File: src/rtl/alu_pkg.sv
`default_nettype none
// ============================================================================
// Package  : alu_pkg
// Desc     : Opcode encoding and data widths shared with the external 8-bit ALU
// Revision : 1.0
// ============================================================================
package alu_pkg;

  localparam int BYTE_W = 8;
  localparam int WORD_W = 16;

  typedef enum logic [3:0] {
    ALU_AND  = 4'd0,
    ALU_XOR  = 4'd1,
    ALU_OR   = 4'd2,
    ALU_LSL  = 4'd3,
    ALU_LSR  = 4'd4,
    ALU_ADD  = 4'd5,
    ALU_SUB  = 4'd6,
    ALU_PASS = 4'd7
  } alu_op_e;

  // Opcodes whose carry/shift bit ripples from the first byte into the second.
  function automatic logic is_carry_op(input logic [3:0] op);
    return (op == ALU_LSL) || (op == ALU_LSR) || (op == ALU_ADD) || (op == ALU_SUB);
  endfunction

  // Upper half of the opcode space has no ALU work and completes immediately.
  function automatic logic is_direct_op(input logic [3:0] op);
    return op[3];
  endfunction

endpackage
`default_nettype wire

File: src/rtl/mb_seq.sv
`default_nettype none
// ============================================================================
// Module   : mb_seq
// Desc     : Sequences a 16-bit request through an external 8-bit ALU, two bytes
// Revision : 1.0
// ============================================================================
module mb_seq
  import alu_pkg::*;
(
  input  logic              clk,
  input  logic              rst_n,
  input  logic              req_valid,
  output logic              req_ready,
  input  logic [3:0]        req_op,
  input  logic [WORD_W-1:0] req_a,
  input  logic [WORD_W-1:0] req_b,
  input  logic              req_cin,
  output logic              rsp_valid,
  input  logic              rsp_ready,
  output logic [WORD_W-1:0] rsp_result,
  output logic              rsp_cout,
  output logic [3:0]        alu_cmd,
  output logic [BYTE_W-1:0] alu_in_a,
  output logic [BYTE_W-1:0] alu_in_b,
  output logic              alu_cin,
  input  logic [BYTE_W-1:0] alu_rslt,
  input  logic              alu_cout
);

  typedef enum logic [1:0] {
    ST_IDLE  = 2'd0,
    ST_BYTE0 = 2'd1,
    ST_BYTE1 = 2'd2,
    ST_DONE  = 2'd3
  } state_e;

  state_e            r_state;
  state_e            w_state_nxt;
  logic [3:0]        r_op;
  logic [WORD_W-1:0] r_a;
  logic [WORD_W-1:0] r_b;
  logic              r_cin;
  logic              r_carry;
  logic [WORD_W-1:0] r_result;
  logic              r_cout;

  logic              w_accept;
  logic              w_chain;
  logic              w_hi_first;
  logic              w_hi_byte;
  logic [BYTE_W-1:0] w_byte_a;
  logic [BYTE_W-1:0] w_byte_b;

  assign w_accept   = req_valid && req_ready;
  assign w_chain    = is_carry_op(r_op);
  // Right shift must see the high byte first so its shift-out feeds the low byte.
  assign w_hi_first = (r_op == ALU_LSR);
  assign w_hi_byte  = (r_state == ST_BYTE0) ? w_hi_first : !w_hi_first;
  assign w_byte_a   = w_hi_byte ? r_a[WORD_W-1:BYTE_W] : r_a[BYTE_W-1:0];
  assign w_byte_b   = w_hi_byte ? r_b[WORD_W-1:BYTE_W] : r_b[BYTE_W-1:0];

  assign rsp_result = r_result;
  assign rsp_cout   = r_cout;

  always_comb begin
    w_state_nxt = r_state;
    req_ready   = 1'b0;
    rsp_valid   = 1'b0;
    alu_cmd     = ALU_PASS;
    alu_in_a    = '0;
    alu_in_b    = '0;
    alu_cin     = 1'b0;
    case (r_state)
      ST_IDLE: begin
        req_ready = 1'b1;
        if (req_valid) begin
          w_state_nxt = is_direct_op(req_op) ? ST_DONE : ST_BYTE0;
        end
      end
      ST_BYTE0: begin
        alu_cmd     = r_op;
        alu_in_a    = w_byte_a;
        alu_in_b    = w_byte_b;
        alu_cin     = w_chain && r_cin;
        w_state_nxt = ST_BYTE1;
      end
      ST_BYTE1: begin
        alu_cmd     = r_op;
        alu_in_a    = w_byte_a;
        alu_in_b    = w_byte_b;
        alu_cin     = w_chain && r_carry;
        w_state_nxt = ST_DONE;
      end
      ST_DONE: begin
        rsp_valid = 1'b1;
        if (rsp_ready) begin
          w_state_nxt = ST_IDLE;
        end
      end
      default: w_state_nxt = ST_IDLE;
    endcase
  end

  always_ff @(posedge clk or negedge rst_n) begin
    if (!rst_n) begin
      r_state  <= ST_IDLE;
      r_op     <= '0;
      r_a      <= '0;
      r_b      <= '0;
      r_cin    <= 1'b0;
      r_carry  <= 1'b0;
      r_result <= '0;
      r_cout   <= 1'b0;
    end else begin
      r_state <= w_state_nxt;
      case (r_state)
        ST_IDLE: begin
          if (w_accept) begin
            r_op     <= req_op;
            r_a      <= req_a;
            r_b      <= req_b;
            r_cin    <= req_cin;
            r_carry  <= 1'b0;
            r_result <= '0;
            r_cout   <= 1'b0;
          end
        end
        ST_BYTE0: begin
          if (w_hi_byte) begin
            r_result[WORD_W-1:BYTE_W] <= alu_rslt;
          end else begin
            r_result[BYTE_W-1:0] <= alu_rslt;
          end
          r_carry <= w_chain && alu_cout;
        end
        ST_BYTE1: begin
          if (w_hi_byte) begin
            r_result[WORD_W-1:BYTE_W] <= alu_rslt;
          end else begin
            r_result[BYTE_W-1:0] <= alu_rslt;
          end
          r_cout <= w_chain && alu_cout;
        end
        default: ;
      endcase
    end
  end

endmodule
`default_nettype wire

File: config.mk
export PLATFORM = sky130hd
export DESIGN_NAME = mb_seq
export DESIGN_NICKNAME = d
export VERILOG_FILES = /design/src/rtl/alu_pkg.sv /design/src/rtl/mb_seq.sv
export SDC_FILE = /design/constraint.sdc
export NUM_CORES = 1
export LEC_CHECK = 0
export BUFFER_PORTS_ARGS = -buffer_cell sky130_fd_sc_hd__buf_2
export CORE_MARGIN = 2
export CORE_UTILIZATION = 30
export DETAILED_ROUTE_END_ITERATION = 8
export GPL_TIMING_DRIVEN = 1
export HOLD_SLACK_MARGIN = 0.05
export PLACE_DENSITY_LB_ADDON = 0.08
export SYNTH_ARGS = -nofsm -noshare
export SYNTH_HDL_FRONTEND = slang
export SYNTH_SLANG_ARGS = --single-unit
File: constraint.sdc
create_clock -name clk -period 4.4 [get_ports clk]
set_input_delay 0 -clock clk [delete_from_list [all_inputs] [get_ports clk]]
set_output_delay 0 -clock clk [all_outputs]
set_load 0.02 [all_outputs]
After elaboration in Yosys (flattened, before gate mapping). Index checks and enable logic that the tools add are counted.

Bits in registers: 57. Latch bits: 0. Bits in writable memories: 0. Memory bits (read-only): 0. Input port bits: 50. Memories: 0.

Add/subtract/negate cells: 0. Multiply operators: 0. Divide/modulo/power cells: 0. Magnitude comparators: 0. Equality and inequality tests: 12. Shifts and indexed selects: 0. Multiplexer cells: 20. Bitwise operators: 0. Reduce and logical (&&, ||, !) cells: 19.

Operators by type and width (number): two-way mux 8 bit (6); case mux 16 bit (2 select lines) (1); two-way mux 16 bit (1); == test 4 x 3 -> 1 bit (second input constant) (3); != test 2 bit (second input constant) (4); case mux 2 bit (4 select lines) (1); AND reduction 2 bit (4); two-way mux 2 bit (3); case mux 1 bit (2 select lines) (3); AND reduction 3 bit (2); nonzero test 2 bit (3); == test 2 bit (second input constant) (2); == test 4 x 2 -> 1 bit (second input constant) (1); logical AND 1 bit (4); two-way mux 1 bit (4); two-way mux 4 bit (1); logical OR 1 bit (3); == test 2 x 1 -> 1 bit (second input constant) (1); logical NOT 2 bit (1); != test 2 x 1 -> 1 bit (second input constant) (1); OR reduction 2 bit (1); logical NOT 1 bit (1).

Depth between registers and ports, before layout.
Depth in word-level cells: 6. Gate-level depth with buffers: 7.

Worst setup path before layout. OpenSTA, ideal clock, no wires.

Kind: register to register. Start: reg r_state[0]. End: reg r_result[0], in the netlist rsp_result[0]. Library setup time: 0.125 ns. Data arrival time: 1.991 ns. Required time: 4.275 ns. Slack: 2.285 ns. Stages on the path, launching flop included: 8. Period minus slack after synthesis: 2.115 ns. Path through: dfrtp_1 > inv_1 > ha_1 > nor2b_1 > clkbuf_1 > nor2_1 > a21oi_2 > mux2_2.

Word-level cells in the longest chain between the ends: 5. Elaborated cells between the ends (all ways): 12.

RTL lines: start: declaration (RTL line mb_seq.sv:37) `state_e r_state;`; start signal: assignment (RTL line mb_seq.sv:115) `r_state <= w_state_nxt;`; logical NOT 2 bit (RTL line mb_seq.sv:73) `case (r_state)`; two-way mux 1 bit (RTL line mb_seq.sv:73); named net req_ready (RTL line mb_seq.sv:13) `output logic req_ready,`; logical AND 1 bit (RTL line mb_seq.sv:54) `assign w_accept = req_valid && req_ready;`; != test 2 bit (no source line); AND reduction 3 bit (no source line); end signal: indexed assignment (RTL line mb_seq.sv:130) `r_result[WORD_W-1:BYTE_W] <= alu_rslt;`; end signal: indexed assignment (RTL line mb_seq.sv:132) `r_result[BYTE_W-1:0] <= alu_rslt;`; end signal: indexed assignment (RTL line mb_seq.sv:138) `r_result[WORD_W-1:BYTE_W] <= alu_rslt;`; end: declaration (RTL line mb_seq.sv:44) `logic [WORD_W-1:0] r_result;`.

The timed path passes the listed nets, and every way through them passes these cells. A chain may end at the register's enable or synchronous reset.

Worst setup path in the final report.
Start: reg r_state[1]. End: out alu_in_b[6].

Word-level cells in the longest chain between the ends: 4. Elaborated cells between the ends (all ways): 6.

RTL lines: == test 2 x 1 -> 1 bit (RTL line mb_seq.sv:58, mb_seq.sv:73); two-way mux 1 bit (RTL line mb_seq.sv:58) `assign w_hi_byte = (r_state == ST_BYTE0) ? w_hi_first : !w_hi_first;`; two-way mux 8 bit (RTL line mb_seq.sv:60) `assign w_byte_b = w_hi_byte ? r_b[WORD_W-1:BYTE_W] : r_b[BYTE_W-1:0];`; two-way mux 8 bit (*) (RTL line mb_seq.sv:73); end: declaration (RTL line mb_seq.sv:24) `output logic [BYTE_W-1:0] alu_in_b,`.

Mark *: on every way between the ends. The rest lies on a longest branch, timed or not.

==> summary.md <==
| Metric | Value |
|---|---|
| Clock buffer depth | `2` |
| Fmax | `0.403 GHz` |
| Gp weighted congestion | `0.683` |
| GR Overflow Total | `0` |
| Storage cell area | `1430 um^2` |
| Worst Path Required | `4400 ps` |
| Initial Utilization | `30.6%` |
| Largest fanout on the critical path | `16` |
| Vias in the first global route | `2,332` |
| Status | `completed` |
| Avg Inst Size Synth | `around 12 um^2` |
| Chip width | `97.9 um` |
| Ant diodes | `0` |
| Area taken by multi-input logic gates | `~1200 um^2` |
| Mapped Cells | `between 200 and 250` |
| Count of cell types in the netlist | `24` |
| DIE AREA | `9580 um^2` |
| P_int | `~1.8 mW` |
| Crit path launch | `r_state[1]` |
| # DRC | `0` |
| Post-Synthesis Cell Area | `2650 um^2` |
| Worst-Skew Late Latency | `330 ps` |
| Sw Share | `43.1%` |
| H-tree depth | `3` |
| Critical Path End | `alu_in_b[6]` |
| Setup violators final | `0` |
| Worst ir drop on vdd | `around 320 uV` |
| Fill cell count | `865` |
| CP Capture Type | `output port` |
| Setup Crit Path Kind | `register to output port` |
| Tcrit/Tclk final | `56.3%` |
| Die height | `just under 100 um` |
| Largest net degree at the start of global routing | `58` |
| Rows | `34` |
| Num CTS Buffers | `9` |
| Hold Vio Cnt, Final | `0` |
| Placed Cells | `approximately 410` |
| Startpoint types | `register` |
| Clock skew | `9.10 ps` |
| Reg2Reg Launch Point | `r_state[1]` |
| Reg clk slew, reported paths | `~60 ps` |
| Most frequent cells in the layout | `buf_2, dfrtp_1, mux2_2, dlygate4sd3_1, nand3_1` |
| Yosys warnings | `0` |
| Sequential share of the synthesized area | `between 50 and 60%` |
| WP data arrival | `2480 ps` |
| Class of the worst hold path | `input pin to register` |
| Clock Sinks | `57` |
| Post-Place Setup Slack | `2070 ps` |
| I/O pin count | `90` |
| Worst Reg-to-Reg Cells | `6` |
| Max_slew headroom | `36.4%` |
| Clock Tree Root | `clkbuf_8` |
| Gate power share | `54.7%` |
| Post-CTS Setup Bufs | `0` |
| Reg-to-reg endpoint | `rsp_result[14]` |
| Setup ws final | `1920 ps` |
| 1st-pass router iterations | `4` |
| First-pass GRT wire length | `11,300 um` |
| Sequential power share | `30.1%` |
| Commonest non-fill, non-tap cell in the layout | `buf_2` |
| Initial antenna violation count | `0` |
| Post-route ant nets | `0` |
| Vias | `2,103` |
| Setup TNS | `0 ps` |
| Fin Hold WS | `109 ps` |
| DP Wirelength | `4180 um` |
| Initial DRC Count | `87` |
| Area leader, netlist | `dfrtp_1` |
| All-Layer GR Usage | `between 10% and 20%` |
| Sw power | `1.33 mW` |
| Lkg Pwr | `1.92 nW` |
| Measured slew at the worst slew-check pin | `approximately 950 ps` |
| Yosys top cell area share | `a little over half` |
| Area delta synth->final | `47.0%` |
| WL final | `roughly 6600 um` |
| Layout cells sized above 1 | `45.8%` |
| TritonCTS clock tree | `built` |
| Total power | `roughly 3.1 mW` |
| Final instance area | `3890 um^2` |
| Final Non-Filler Cells | `473` |
| Syn_nets | `276` |
| Final Max Slew Viols | `0` |
| Minimum clock period | `~2500 ps` |
| MaxCap Viol Count | `0` |
| Port bufs | `89` |
| PD cells | `792 nW/um^2` |
| CORE AREA | `8640 um^2` |
| Routed wire per std cell | `between 10 and 15 um` |
| Clock share of power | `between 10% and 20%` |
| DP Area | `3210 um^2` |
| Utilization after layout | `45.0%` |
| Largest cells by area after synthesis | `dfrtp_1, mux2_2, nand3_1` |
| Vias per std cell | `4.45` |
| Nets | `415` |
| Reg2Reg Setup Slack | `2080 ps` |
| Yosys reg bits | `57` |
| Unrepaired setup endpoints after global routing | `false` |
==> final cells by class <==
| class | count | share of cell area (%) |
|---|---|---|
| Clock buffer | 14 | 4.70 |
| Clock inverter | 2 | 0.257 |
| Inverter | 5 | 0.483 |
| Multi-Input combinational cell | 148 | 30.2 |
| Sequential cell | 57 | 36.7 |
| Tap cell | 108 | 3.48 |
| Timing Repair Buffer | 139 | 24.2 |
==> state kept, by name, indices dropped and copies added, names as in the netlist <==
register,flops
rsp_cout,1
r_op,4
rsp_result,16
r_a,16
r_cin,1
r_carry,1
r_b,16
r_state,2
==> per-layer routing <==
layer  GRT usage, %  part of all wire, %
met1           18.7                   44
met2           24.3                   48
met3           5.15                  6.5
met4           4.49                  1.1
met5              0                    0
==> synthesized netlist by cell type <==
cell	instances
a21bo_2	1
a21oi_1	3
a21oi_2	2
and2_1	9
and3_1	1
buf_2	2
clkbuf_1	9
dfrtp_1	57
ha_1	5
inv_1	5
mux2_2	54
mux2i_1	1
nand2_1	19
nand2b_1	3
nand3_1	32
nand3b_1	1
nor2_1	5
nor2b_1	1
nor3_1	2
nor4b_4	1
o2111ai_1	1
o21ai_0	4
o31ai_1	1
xnor2_1	2
==> kinds of logic after synthesis <==
family	synth area share, %
xor+xnor	0.662
compound gates	2.98
flops	53.9
mux	23.4
simple gates	14.3
fa+ha+maj	2.37
buf+inv	2.37
==> power by group through the flow <==
| stage | clock network (mW) | logic, mW | registers (mW) |
|---|---|---|---|
| after global placement | 0 | 1.67 | 0.931 |
| after CTS | 0.488 | 1.71 | 0.927 |
| final | 0.466 | 1.68 | 0.926 |
| after floorplan | 0 | 1.12 | 0.978 |
| after detailed placement | 0 | 1.67 | 0.936 |
| after global routing | 0.517 | 1.86 | 0.962 |
==> critical path: stages, from the launching register on <==
cell	delay, ps
dfrtp_1	440
inv_1	130
ha_1	260
inv_1	120
xnor2_2	760
nand3_1	150
nand2_1	120
buf_2	170
==> what timing repair did <==
action,in CTS,in global routing
gates resized for setup,0,0
hold endpoints to repair,111,0
hold buffers,48,0
==> worst min path at each step <==
stage / start / to / slack, ps / cells past startpoint
5_1_grt: rsp_ready / r_state[1] / 140 / 4
3_3_place_gp: rst_n / rsp_cout / 210 / 2
6_report: rsp_ready / r_state[1] / 110 / 4
4_1_cts: rsp_ready / r_state[1] / 90 / 4
2_1_floorplan: rst_n / r_a[0] / -300 / 0
3_5_place_dp: rst_n / rsp_cout / 210 / 2
(Power assumes the default switching activity.)
